File: config.mk
export PLATFORM = sky130hd
export DESIGN_NAME = fpu_itof_arbiter_flat
export DESIGN_NICKNAME = d
export VERILOG_FILES = /design/src/rtl/fpu_itof_arbiter_if.sv /design/src/rtl/fpu_itof_arbiter.sv /design/src/flat_wrapper.sv
export SDC_FILE = /design/constraint.sdc
export NUM_CORES = 1
export LEC_CHECK = 0
export ABC_AREA = 1
export CAP_MARGIN = 20
export CELL_PAD_IN_SITES_DETAIL_PLACEMENT = 0
export CELL_PAD_IN_SITES_GLOBAL_PLACEMENT = 1
export CORE_MARGIN = 3
export CORE_UTILIZATION = 11
export CTS_CLUSTER_SIZE = 28
export DETAILED_ROUTE_END_ITERATION = 16
export PLACE_DENSITY_LB_ADDON = 0.1
export SYNTH_ARGS = -nofsm -noshare
export SYNTH_HDL_FRONTEND = slang
export SYNTH_SLANG_ARGS = --single-unit
File: constraint.sdc
create_clock -name Clk_CI -period 1.2 [get_ports Clk_CI]
set_clock_uncertainty 0.15 [all_clocks]
set_input_delay 0.12 -clock Clk_CI [delete_from_list [all_inputs] [get_ports Clk_CI]]
set_output_delay 0.12 -clock Clk_CI [all_outputs]
set_load 0.01 [all_outputs]
File: src/rtl/fpu_itof_arbiter_if.sv
// Requester, shared-unit and result-port signals of the int-to-float arbiter.
interface fpu_itof_arbiter_if #(
  parameter int unsigned NUM_REQ   = 2,
  parameter int unsigned OP_WIDTH  = 32,
  parameter int unsigned RES_WIDTH = 32
);
  localparam int unsigned ID_W = (NUM_REQ > 1) ? $clog2(NUM_REQ) : 1;

  logic [NUM_REQ-1:0]          Req_SI;
  logic [NUM_REQ*OP_WIDTH-1:0] Operand_DI;
  logic [NUM_REQ-1:0]          Gnt_SO;
  logic [OP_WIDTH-1:0]         Unit_Operand_DO;
  logic                        Unit_En_SO;
  logic [RES_WIDTH-1:0]        Unit_Result_DI;
  logic                        Valid_SO;
  logic                        Ready_SI;
  logic [RES_WIDTH-1:0]        Result_DO;
  logic [ID_W-1:0]             Id_DO;

  modport master (
    input  Req_SI, Operand_DI, Unit_Result_DI, Ready_SI,
    output Gnt_SO, Unit_Operand_DO, Unit_En_SO, Valid_SO, Result_DO, Id_DO
  );

  modport slave (
    output Req_SI, Operand_DI, Unit_Result_DI, Ready_SI,
    input  Gnt_SO, Unit_Operand_DO, Unit_En_SO, Valid_SO, Result_DO, Id_DO
  );
endinterface

File: src/rtl/fpu_itof_arbiter.sv
// Round-robin arbiter sharing one pipelined int-to-float unit among NUM_REQ
// requesters; tracks the issuing requester id alongside the unit's stages.
module fpu_itof_arbiter #(
  parameter int unsigned NUM_REQ   = 2,
  parameter int unsigned OP_WIDTH  = 32,
  parameter int unsigned RES_WIDTH = 32,
  parameter int unsigned LATENCY   = 2
) (
  input  logic               Clk_CI,
  input  logic               Rst_RBI,
  fpu_itof_arbiter_if.master bus
);
  localparam int unsigned ID_W = (NUM_REQ > 1) ? $clog2(NUM_REQ) : 1;

  logic [ID_W-1:0]    rr_ptr_q;
  logic [ID_W-1:0]    rr_ptr_d;
  logic [ID_W-1:0]    cand;
  logic [ID_W-1:0]    gnt_idx;
  logic               gnt_any;
  logic               stall;
  logic [LATENCY-1:0] vld_q;
  logic [ID_W-1:0]    id_q [LATENCY];

  // A valid result the consumer refuses freezes the whole shared pipeline.
  assign stall              = vld_q[LATENCY-1] & ~bus.Ready_SI;
  assign bus.Unit_En_SO     = ~stall;
  assign bus.Valid_SO       = vld_q[LATENCY-1];
  assign bus.Id_DO          = id_q[LATENCY-1];
  assign bus.Result_DO      = bus.Unit_Result_DI;

  // Scan requests upward from the round-robin pointer, wrapping at NUM_REQ.
  always_comb begin : grant_sel
    gnt_any             = 1'b0;
    gnt_idx             = '0;
    cand                = '0;
    rr_ptr_d            = rr_ptr_q;
    bus.Gnt_SO          = '0;
    bus.Unit_Operand_DO = '0;
    if (Rst_RBI && !stall) begin
      for (int unsigned k = 0; k < NUM_REQ; k++) begin
        cand = ID_W'((32'(rr_ptr_q) + k) % NUM_REQ);
        if (!gnt_any && bus.Req_SI[cand]) begin
          gnt_any = 1'b1;
          gnt_idx = cand;
        end
      end
    end
    if (gnt_any) begin
      bus.Gnt_SO[gnt_idx] = 1'b1;
      bus.Unit_Operand_DO = bus.Operand_DI[32'(gnt_idx)*OP_WIDTH +: OP_WIDTH];
      rr_ptr_d = (32'(gnt_idx) + 32'd1 == NUM_REQ) ? '0 : ID_W'(32'(gnt_idx) + 32'd1);
    end
  end

  // Valid/id shadow of the unit stages; bubbles shift through as invalid.
  always_ff @(posedge Clk_CI or negedge Rst_RBI) begin : pipe_regs
    if (!Rst_RBI) begin
      rr_ptr_q <= '0;
      vld_q    <= '0;
      for (int i = 0; i < int'(LATENCY); i++) id_q[i] <= '0;
    end else if (!stall) begin
      rr_ptr_q <= rr_ptr_d;
      vld_q[0] <= gnt_any;
      id_q[0]  <= gnt_idx;
      for (int i = 1; i < int'(LATENCY); i++) begin
        vld_q[i] <= vld_q[i-1];
        id_q[i]  <= id_q[i-1];
      end
    end
  end
endmodule

File: src/flat_wrapper.sv
// flat-port wrapper written by rule: the top's interface ports become plain ports
module fpu_itof_arbiter_flat 
#(
  parameter int unsigned NUM_REQ   = 2,
  parameter int unsigned OP_WIDTH  = 32,
  parameter int unsigned RES_WIDTH = 32,
  parameter int unsigned LATENCY   = 2
)
  (Clk_CI, Rst_RBI, bus_Req_SI, bus_Operand_DI, bus_Unit_Result_DI, bus_Ready_SI, bus_Gnt_SO, bus_Unit_Operand_DO, bus_Unit_En_SO, bus_Valid_SO, bus_Result_DO, bus_Id_DO);
  fpu_itof_arbiter_if #(.NUM_REQ(NUM_REQ), .OP_WIDTH(OP_WIDTH), .RES_WIDTH(RES_WIDTH)) bus_i ();
  input  logic Clk_CI;
  input  logic Rst_RBI;
  input wire logic [$bits(bus_i.Req_SI)-1:0] bus_Req_SI;
  input wire logic [$bits(bus_i.Operand_DI)-1:0] bus_Operand_DI;
  input wire logic [$bits(bus_i.Unit_Result_DI)-1:0] bus_Unit_Result_DI;
  input wire logic [$bits(bus_i.Ready_SI)-1:0] bus_Ready_SI;
  output wire logic [$bits(bus_i.Gnt_SO)-1:0] bus_Gnt_SO;
  output wire logic [$bits(bus_i.Unit_Operand_DO)-1:0] bus_Unit_Operand_DO;
  output wire logic [$bits(bus_i.Unit_En_SO)-1:0] bus_Unit_En_SO;
  output wire logic [$bits(bus_i.Valid_SO)-1:0] bus_Valid_SO;
  output wire logic [$bits(bus_i.Result_DO)-1:0] bus_Result_DO;
  output wire logic [$bits(bus_i.Id_DO)-1:0] bus_Id_DO;
  assign bus_i.Req_SI = bus_Req_SI;
  assign bus_i.Operand_DI = bus_Operand_DI;
  assign bus_i.Unit_Result_DI = bus_Unit_Result_DI;
  assign bus_i.Ready_SI = bus_Ready_SI;
  assign bus_Gnt_SO = bus_i.Gnt_SO;
  assign bus_Unit_Operand_DO = bus_i.Unit_Operand_DO;
  assign bus_Unit_En_SO = bus_i.Unit_En_SO;
  assign bus_Valid_SO = bus_i.Valid_SO;
  assign bus_Result_DO = bus_i.Result_DO;
  assign bus_Id_DO = bus_i.Id_DO;
  fpu_itof_arbiter #(.NUM_REQ(NUM_REQ), .OP_WIDTH(OP_WIDTH), .RES_WIDTH(RES_WIDTH), .LATENCY(LATENCY)) u_core (.Clk_CI(Clk_CI), .Rst_RBI(Rst_RBI), .bus(bus_i));
endmodule
Yosys cells after proc, flatten, opt, wreduce, memory -nomap -nowiden
Cells that the tools add are included.
Widths: inputs -> output; s select.
Word-level totals
  register bits: 5
  input bits: 101
  output and inout bits: 69
  word-level logic and storage cells: 37
Cells by class
  add/subtract/negate cells: 2
  $lt $le $gt $ge: 4
  equal/unequal tests: 1
  shift operators: 1
  multiplexer cells: 16
  bitwise logic cells: 3
  reduce and logical (&&, ||, !) cells: 6
Operators by type and width (number)
  $shiftx 64x7->32: 1
  $eq 32x2->1 const B: 1
  $mux 32: 1
  $mux 1: 13
  $lt 1x2->1 const B: 3
  $logic_and 1x1->1: 3
  $add 1x1->2 const B: 1
  $logic_not 1->1: 2
  $mux 2: 1
  $not 1->1: 2
  $reduce_and 2->1: 1
  $add 1x1->1 const B: 1
  $and 1x1->1: 1
  $demux 1 s1: 1
  $ge 1x1->1 const B: 1

Depth between registers and ports, before layout
Gate-level depths: netlist (run 1).
  word-level depth: 14
  depth in mapped cells: 7
  gate-level depth less buffers: 6

Worst setup path before layout (run 1)
OpenSTA, ideal clock, no wires.
  kind: register -> output
  start: reg u_core.vld_q[1]
  end: out bus_Unit_Operand_DO[22]
  arrival time: 1.146 ns
  required time: 0.930 ns
  path slack: -0.216 ns
  cell stages (with the launch flop): 7
  buffers on the path: 1
  path through: dfrtp_1 -> nand2_4 -> nand2_4 -> nor2_8 -> buf_8 -> nand2_1 -> nand2_1
Between the ends
  longest elaborated chain between the ends: 6
  elaborated cells between the ends (all ways): 7
RTL lines
  start, declared: RTL line fpu_itof_arbiter.sv:21  | logic [LATENCY-1:0] vld_q;
  start signal, assigned by index: RTL line fpu_itof_arbiter.sv:66  | vld_q[i] <= vld_q[i-1];
  $and 1x1->1 *: RTL line fpu_itof_arbiter.sv:25  | assign stall = vld_q[LATENCY-1] & ~bus.Ready_SI;
  $logic_not 1->1 *: RTL line fpu_itof_arbiter.sv:39  | if (Rst_RBI && !stall) begin
  $logic_and 1x1->1 *: RTL line fpu_itof_arbiter.sv:39
  $mux 1: RTL line fpu_itof_arbiter.sv:39
  $shiftx 64x7->32: RTL line fpu_itof_arbiter.sv:50  | bus.Unit_Operand_DO = bus.Operand_DI[32'(gnt_idx)*OP_WIDTH +: OP_WIDTH];
  $mux 32 *: RTL line fpu_itof_arbiter.sv:48  | if (gnt_any) begin
  end, declared: RTL line flat_wrapper.sv:18  | output wire logic [$bits(bus_i.Unit_Operand_DO)-1:0] bus_Unit_Operand_DO;
Mark *: on every way between the ends. The rest lies on a longest branch, timed or not.

Final worst setup path (run 1)
  start: reg u_core.vld_q[1]
  end: out bus_Unit_Operand_DO[23]
The elaborated chain is that of the path after synthesis.

==> results.toml, run 1 <==
[critical_path]
rr_worst_depth = 8
path_buf_inv = 3
cp_cell_sequence = "nand2_4 > nand2_4 > nor2_8 > buf_12 > buf_6 > nand2_4 > nand2_2 > buf_6"
path_common_cell = "nand2_4"
cp.depth = 8
worstPathArrival_ns = 1.43
slowest_delay_ns = 0.44
crit_family = "flip-flops"
crit_start = "u_core.vld_q[1]$_DFFE_PN0N_"
reg2reg_from = "u_core.vld_q[1]$_DFFE_PN0N_"
worst-path-max-fanout = 8
start_kind = "flop"
path_class = "flop to primary output"
cp.required_ns = 0.93
end_kind = "primary output"
slowest_stage = "dfrtp_2"

[cells_and_area]
n_antenna_cell = 0
syn2layout_area_growth_pct = 147
fin_cells = 397
nNetsFinal = 370
utilization_pct = 28.1
design_area_um2 = 2620
drive_gt1_share_pct = 47.0

[clock_network]
clkTransAtPathRegs_ns = 0.04
htreeDepth = 1
cts_tree = "done"
numCtsBuffers = 3
clkLatencyLatePin_ns = 0.22
cts_num_sinks = 5
cts_buffer_depth = 2
root_buffer = "clkbuf_8"

[power]
p_total_mw = 1.69
leakage_nw = 1.20
power_frac_clock_pct = 17.9
pwr-share-comb_pct = 69.3
switching_share_pct = 33.1
power_frac_seq_pct = 12.8
p_per_area_nw_per_um2 = 646
ir_worst_vdd_mv = 0.360
p_switching_uw = 560
p_int_mw = 1.13

[outcome]
violations = "setup timing"
outcome = "finished with violations"

[placement]
port_buffers = 105
postPlaceCellArea_um2 = 2210
dpl.hpwl_um = 3530
place_ws_ns = -0.943
dp_cells = 373
place_congestion = 0.706

[sta]
setup_viol = 38
relSlewSlack_pct = 89.0
period_needed_ns = 1.70
hold_viol = 0
finalMaxSlewViolations = 0
finalCritPeriodShare_pct = 142
rsz0062_at_grt = "yes"
fin_ws_ns = -0.502
clock.fmax_mhz = 587
tightest_slew_ns = 0.165

[synthesis]
synth-simple-area-share_pct = 52.4
synthAdderAreaFrac_pct = 0
avgSynthCellArea_um2 = 6.29
synth_seq_cells = 5
synth_cells = 169
synth.distinct_cells = 15
synth_top_family_by_area = "simple AND/OR/NAND/NOR gates"
ys_seq_area_share_pct = 11.8
yosys_warnings = 0
synth_fp_nets = 270
synth_area_um2 = 1060
synth_compound_area_share_pct = 2.47
synth_mux_area_share_pct = 0
synth-xor-area-share_pct = 0

[routing]
viasPerCell = 3.58
avgRoutedWirePerCell_um = 12.6
dr_wl_met2_um = 2500
top_layer = "met4"
drt-initial-drc-count = 13
met3_length_um = 366
drt_first_pass_iters = 2
wl_met1_um = 2130
ant_nets = 0
vias = 1420
wl_um = 5020
drcViolationCount = 0

[floorplan]
io_pins = 170
die_h_um = 104
start_util_pct = 11.4
die_area_um2 = 10900
core_area_um2 = 9330
die_w_um = 104
rows = 35

[run]
cap_violations = 0

[global_route]
grt_pass1_wl_um = 7670
grt_pass1_vias = 1451
track_usage_pct = 8.62
grt-ovfl-total = 0
grt_antenna_before_repair = 0
grt_max_degree = 25

[min_path]
hold_path.class = "primary input to primary output"
hp-start = "bus_Unit_Result_DI[15]"
min_path_cells = 0
## registers in the layout, indices dropped and copies added (netlist names)
name and count:
u_core.id_q 1, u_core.bus.Id_DO 1, u_core.vld_q 2, u_core.rr_ptr_q 1
## cells by family after synthesis
| kind of cell | Yosys count |
|---|---|
| simple gates | 111 |
| compound gates | 3 |
| flops | 5 |
| buf+inv | 50 |
## through the flow
step | setup TNS [ns] | hold slack (ns)
after floorplan | -3.03 | -0.326
after global placement | -32.26 | 0.0901
after detailed placement | -32.70 | 0.0901
after CTS | -17.52 | 0.0901
after global routing | -18.75 | 0.0900
final | -16.00 | 0.0900
## power groups by stage
stage	sequential, mW	combinational [mW]	clock, mW
final	0.217	1.17	0.302
after detailed placement	0.218	0.960	0
after global placement	0.219	0.970	0
after floorplan	0.223	0.471	0
after global routing	0.219	1.26	0.317
after CTS	0.217	1.15	0.309
## metal layers
metal	global-route usage (%)	vias to the layer above
met5	0	-
met4	1.61	0
met1	10.7	624
li1	-	732
met2	15.0	58
met3	2.23	6
## synthesized netlist by cell type
library cell	count	area share [%]
dfrtp_1	5	12
nand2_1	63	22
nor2_8	1	1.9
nand2_2	9	5.3
a21oi_4	1	1.5
nand4_1	32	19
or2_1	1	0.59
o21ai_0	2	0.94
buf_8	1	1.4
nand2_4	2	2.1
inv_1	5	1.8
nand3_1	3	1.4
buf_4	35	25
buf_2	7	3.3
buf_6	2	2.1
## worst reg2reg max path, delay by kind of cell (launching register included)
kind                   cells  cell delay (ns)
AOI/OAI and AO/OA          1             0.18
buffers and inverters      4             0.45
DFF                        1             0.44
and+or+nand+nor            3             0.14
## worst paths after layout
check,to,slack [ns]
max,bus_Unit_Operand_DO[23],-0.50
min,bus_Result_DO[15],0.09
max reg2reg,u_core.rr_ptr_q$_DFFE_PN0P_,-0.26
min reg2reg,u_core.vld_q[1]$_DFFE_PN0N_,0.29
max in group asynchronous,u_core.bus.Id_DO$_DFFE_PN0N_,0.31
min in group asynchronous,u_core.vld_q[1]$_DFFE_PN0N_,0.40
## placed cells by master (no fill, tap or decap), drive strengths merged
master         instances
nand4                 32
a21oi                  1
or2                    1
clkbuf                 6
nor2                   1
nand3                  3
dfrtp                  5
inv                    5
dlygate4sd3            2
clkdlybuf4s50         66
dlygate4sd2            3
nand2                 74
buf                   67
o21ai                  2
## timing repair
action	CTS	global route
buffers inserted	13	2
resized for setup	203	10
pin swaps	14	16
hold buffers	2	0
hold endpoints to repair	5	0
gates cloned	3	2
endpoints found under the setup margin	40	39
## final cells by class
class                      instances  area (µm²)
clock buffer                       4        45.0
fill                            1028        6710
inverter                           5        18.8
multi-input combinational        114         709
sequential                         5         126
tap                              129         161
timing repair buffer             140        1560
Power figures use the tool's default switching activity.
==> run 2, diff against run 1 <==
ABC_AREA = default   (was 1)
CORE_UTILIZATION = 10   (was 11)
==> run 2 against run 1 <==
  * The run still ends with setup timing left
  * Clock power up 3%
  * Cell count down 27%
  * Wire length is 7.0% lower
  * Utilization fell by 4.1 points
  * Combinational power shrank 27%
  * Setup slack worse by 0.15 ns
  * First-iteration DRC count down 23%
  * Via count fell by 24%
  * Worst hold slack about the same
  * Global-route usage rose by 0.47 points
  * Highest routed layer unchanged
==> results.toml, run 2 <==
[synthesis]
ys_top_cells_by_area = "a22o_1 (33%), buf_4 (28%), dfrtp_1 (15%)"
yosys_warnings = 0
ys_seq_area_share_pct = 14.8
synth_cells = 93
synth_area_um2 = 845
synth-edff-count = 0
ys.flop_type = "dfrtp_1"
async_flop_share_pct = 100
synth_top_area_share_pct = 33.2
synth.distinct_cells = 14
synth_seq_cells = 5
synth_area_leader_cell = "a22o_1"
avgSynthCellArea_um2 = 9.08
netlist_top_cells_count = "a22o_1 (32), buf_4 (32), buf_6 (7)"
synth_fp_nets = 194

[placement]
port_buffers = 105
place_congestion = 0.723
dpl.hpwl_um = 3330
dp_cells = 270

[sta]
fin_ws_ns = -0.655
tightest_slew_ns = 0.261
finalMaxSlewViolations = 0
finalCritPeriodShare_pct = 155
period_needed_ns = 1.86
clock.fmax_mhz = 539
relSlewSlack_pct = 82.6
setup_viol = 39
rsz0062_at_grt = "yes"
tns_ns = -20.32
hold_viol = 0

[routing]
drt_first_pass_iters = 4
drt-initial-drc-count = 10
ant_nets = 0
vias = 1076
viasPerCell = 3.74
drcViolationCount = 0
avgRoutedWirePerCell_um = 16.2
wl_um = 4670

[global_route]
grt_antenna_before_repair = 0
met2_usage_pct = 15.3
grt_pass1_wl_um = 6900
grt-ovfl-total = 0
grt-busiest-layer = "met2"
track_usage_pct = 9.08
grt_pass1_vias = 1095
met1_usage_pct = 11.0
grtUsageMet3_pct = 3.21
grt_max_degree = 18

[floorplan]
core_area_um2 = 7970
die_w_um = 97.9
io_pins = 170
rows = 32
die_area_um2 = 9580
start_util_pct = 10.6
die_h_um = 97.9

[critical_path]
path_common_cell = "buf_6"
path_class = "flop to primary output"
cp.required_ns = 0.93
end_kind = "primary output"
reg2reg_from = "u_core.rr_ptr_q$_DFFE_PN0P_"
rr_worst_depth = 5
r2r-end = "u_core.id_q[1]$_DFFE_PN0N_"
worstPathArrival_ns = 1.59
start_kind = "flop"
worst-path-max-fanout = 5
slowest_delay_ns = 0.42
r2r_slack_ns = -0.14
cp_cell_sequence = "nor2b_2 > nor3_4 > buf_6 > buf_12 > buf_6 > a22o_1 > buf_2"
slowest_stage = "dfrtp_1"
crit_family = "buffers and inverters"
path_buf_inv = 4

[cells_and_area]
drive_gt1_share_pct = 35.5
nNetsFinal = 288
fin_cells = 288
syn2layout_area_growth_pct = 127
mostFrequentLayoutCells = "clkdlybuf4s50_1 (65), a22o_1 (32), buf_2 (30)"
regMostFlops = "u_core.vld_q"
n_antenna_cell = 0
final_common_cell = "clkdlybuf4s50_1"
largest_reg_flops = 2

[clock_network]
root_buffer = "clkbuf_8"
cts_num_sinks = 5
clkLatencyLatePin_ns = 0.22
htreeDepth = 1
cts_buffer_depth = 2
clkTransAtPathRegs_ns = 0.04
numCtsBuffers = 3
cts_tree = "done"

[power]
leakage_nw = 0.888
ir_worst_vdd_mv = 0.210
pwr-share-comb_pct = 61.3
p_int_uw = 967
switching_share_pct = 30.4
power_frac_clock_pct = 22.4
p_switching_uw = 423
power_frac_seq_pct = 16.3
p_per_area_nw_per_um2 = 727

[min_path]
min_path_cells = 0
hp-start = "bus_Unit_Result_DI[12]"
hold_path.class = "primary input to primary output"
hold_end = "bus_Result_DO[12]"

[outcome]
outcome = "finished with violations"
violations = "setup timing"

[run]
cap_violations = 0
## run 2: cell types whose count changed after synthesis, moves of 2 or more
| cell | before | now |
|---|---|---|
| nand2_1 | 63 | 6 |
| nand2_2 | 9 | 0 |
| buf_4 | 35 | 32 |
| buf_6 | 2 | 7 |
| nand2_4 | 2 | 0 |
| nand4_1 | 32 | 0 |
| nand3_1 | 3 | 0 |
| buf_2 | 7 | 0 |
| a22o_1 | 0 | 32 |
| inv_1 | 5 | 1 |
## run 2: how the worst max path moves through the flow
| stage | cells after the start | endpoint | slack (ns) | startpoint |
|---|---|---|---|---|
| finish | 7 | bus_Unit_Operand_DO[20] | -0.66 | u_core.rr_ptr_q$_DFFE_PN0P_ |
| floorplan | 5 | bus_Unit_Operand_DO[22] | -0.35 | u_core.vld_q[1]$_DFFE_PN0N_ |
| CTS | 7 | bus_Unit_Operand_DO[31] | -0.75 | u_core.vld_q[1]$_DFFE_PN0N_ |
| detailed placement | 6 | bus_Unit_Operand_DO[5] | -1.05 | Rst_RBI |
| global route | 7 | bus_Unit_Operand_DO[16] | -0.73 | u_core.rr_ptr_q$_DFFE_PN0P_ |
| global placement | 6 | bus_Unit_Operand_DO[5] | -1.04 | Rst_RBI |
## run 2: kinds of logic after synthesis
family / count (synthesis) / synth area share (%)
buffers and inverters: 40 / 38.2
AO/OA/AOI/OAI: 38 / 39.3
flip-flops: 5 / 14.8
AND/OR/NAND/NOR: 10 / 7.70
## run 2: worst register-to-register path, cell delays in order, from the launching register on
cell     delay, ns
dfrtp_1       0.42
nor2b_2       0.17
nor3_4        0.06
buf_6         0.14
buf_6         0.11
a21o_2        0.17
## run 2: area by class of cell
cell class / instances / area [µm²]
multi-input cells: 48 / 402
inverters: 1 / 3.75
clock buffers: 4 / 45.0
fillers: 867 / 6050
flip-flops and latches: 5 / 125
repair buffers: 128 / 1210
well taps: 102 / 128
## run 2: repair_timing
action | 4_1_cts | 5_1_grt
pin swaps | 11 | 18
setup endpoints to repair | 41 | 39
setup buffers | 8 | 3
endpoints found under the hold margin | 0 | 5
gates resized for setup | 157 | 10
hold buffers | 0 | 1
cloned | 4 | 1
## run 2: power groups by stage
stage	Sequential, mW	Clock [mW]	Combinational (mW)
final	0.226	0.311	0.853
after global routing	0.230	0.337	0.919
after CTS	0.226	0.322	0.876
after detailed placement	0.225	0	0.819
after global placement	0.226	0	0.825
after floorplan	0.228	0	0.405
## run 2: per-layer routing
| layer | vias up | share of wire [%] |
|---|---|---|
| li1 | 500 | - |
| met1 | 490 | 40 |
| met2 | 80 | 47 |
| met3 | 6 | 12 |
| met4 | 0 | 0.60 |
| met5 | - | 0 |
## run 2: stage by stage
step / utilization, % / hold slack, ns / setup slack (ns) / total power, mW / cell area, µm²
6_report: 24.0 / 0.0900 / -0.655 / 1.39 / 1910
5_1_grt: 24.0 / 0.0900 / -0.730 / 1.49 / 1910
4_1_cts: 23.9 / 0.0901 / -0.750 / 1.42 / 1900
3_5_place_dp: 22.6 / 0.0901 / -1.05 / 1.04 / 1800
3_3_place_gp: 22.6 / 0.0901 / -1.04 / 1.05 / 1800
2_1_floorplan: - / -0.326 / -0.355 / 0.633 / 845
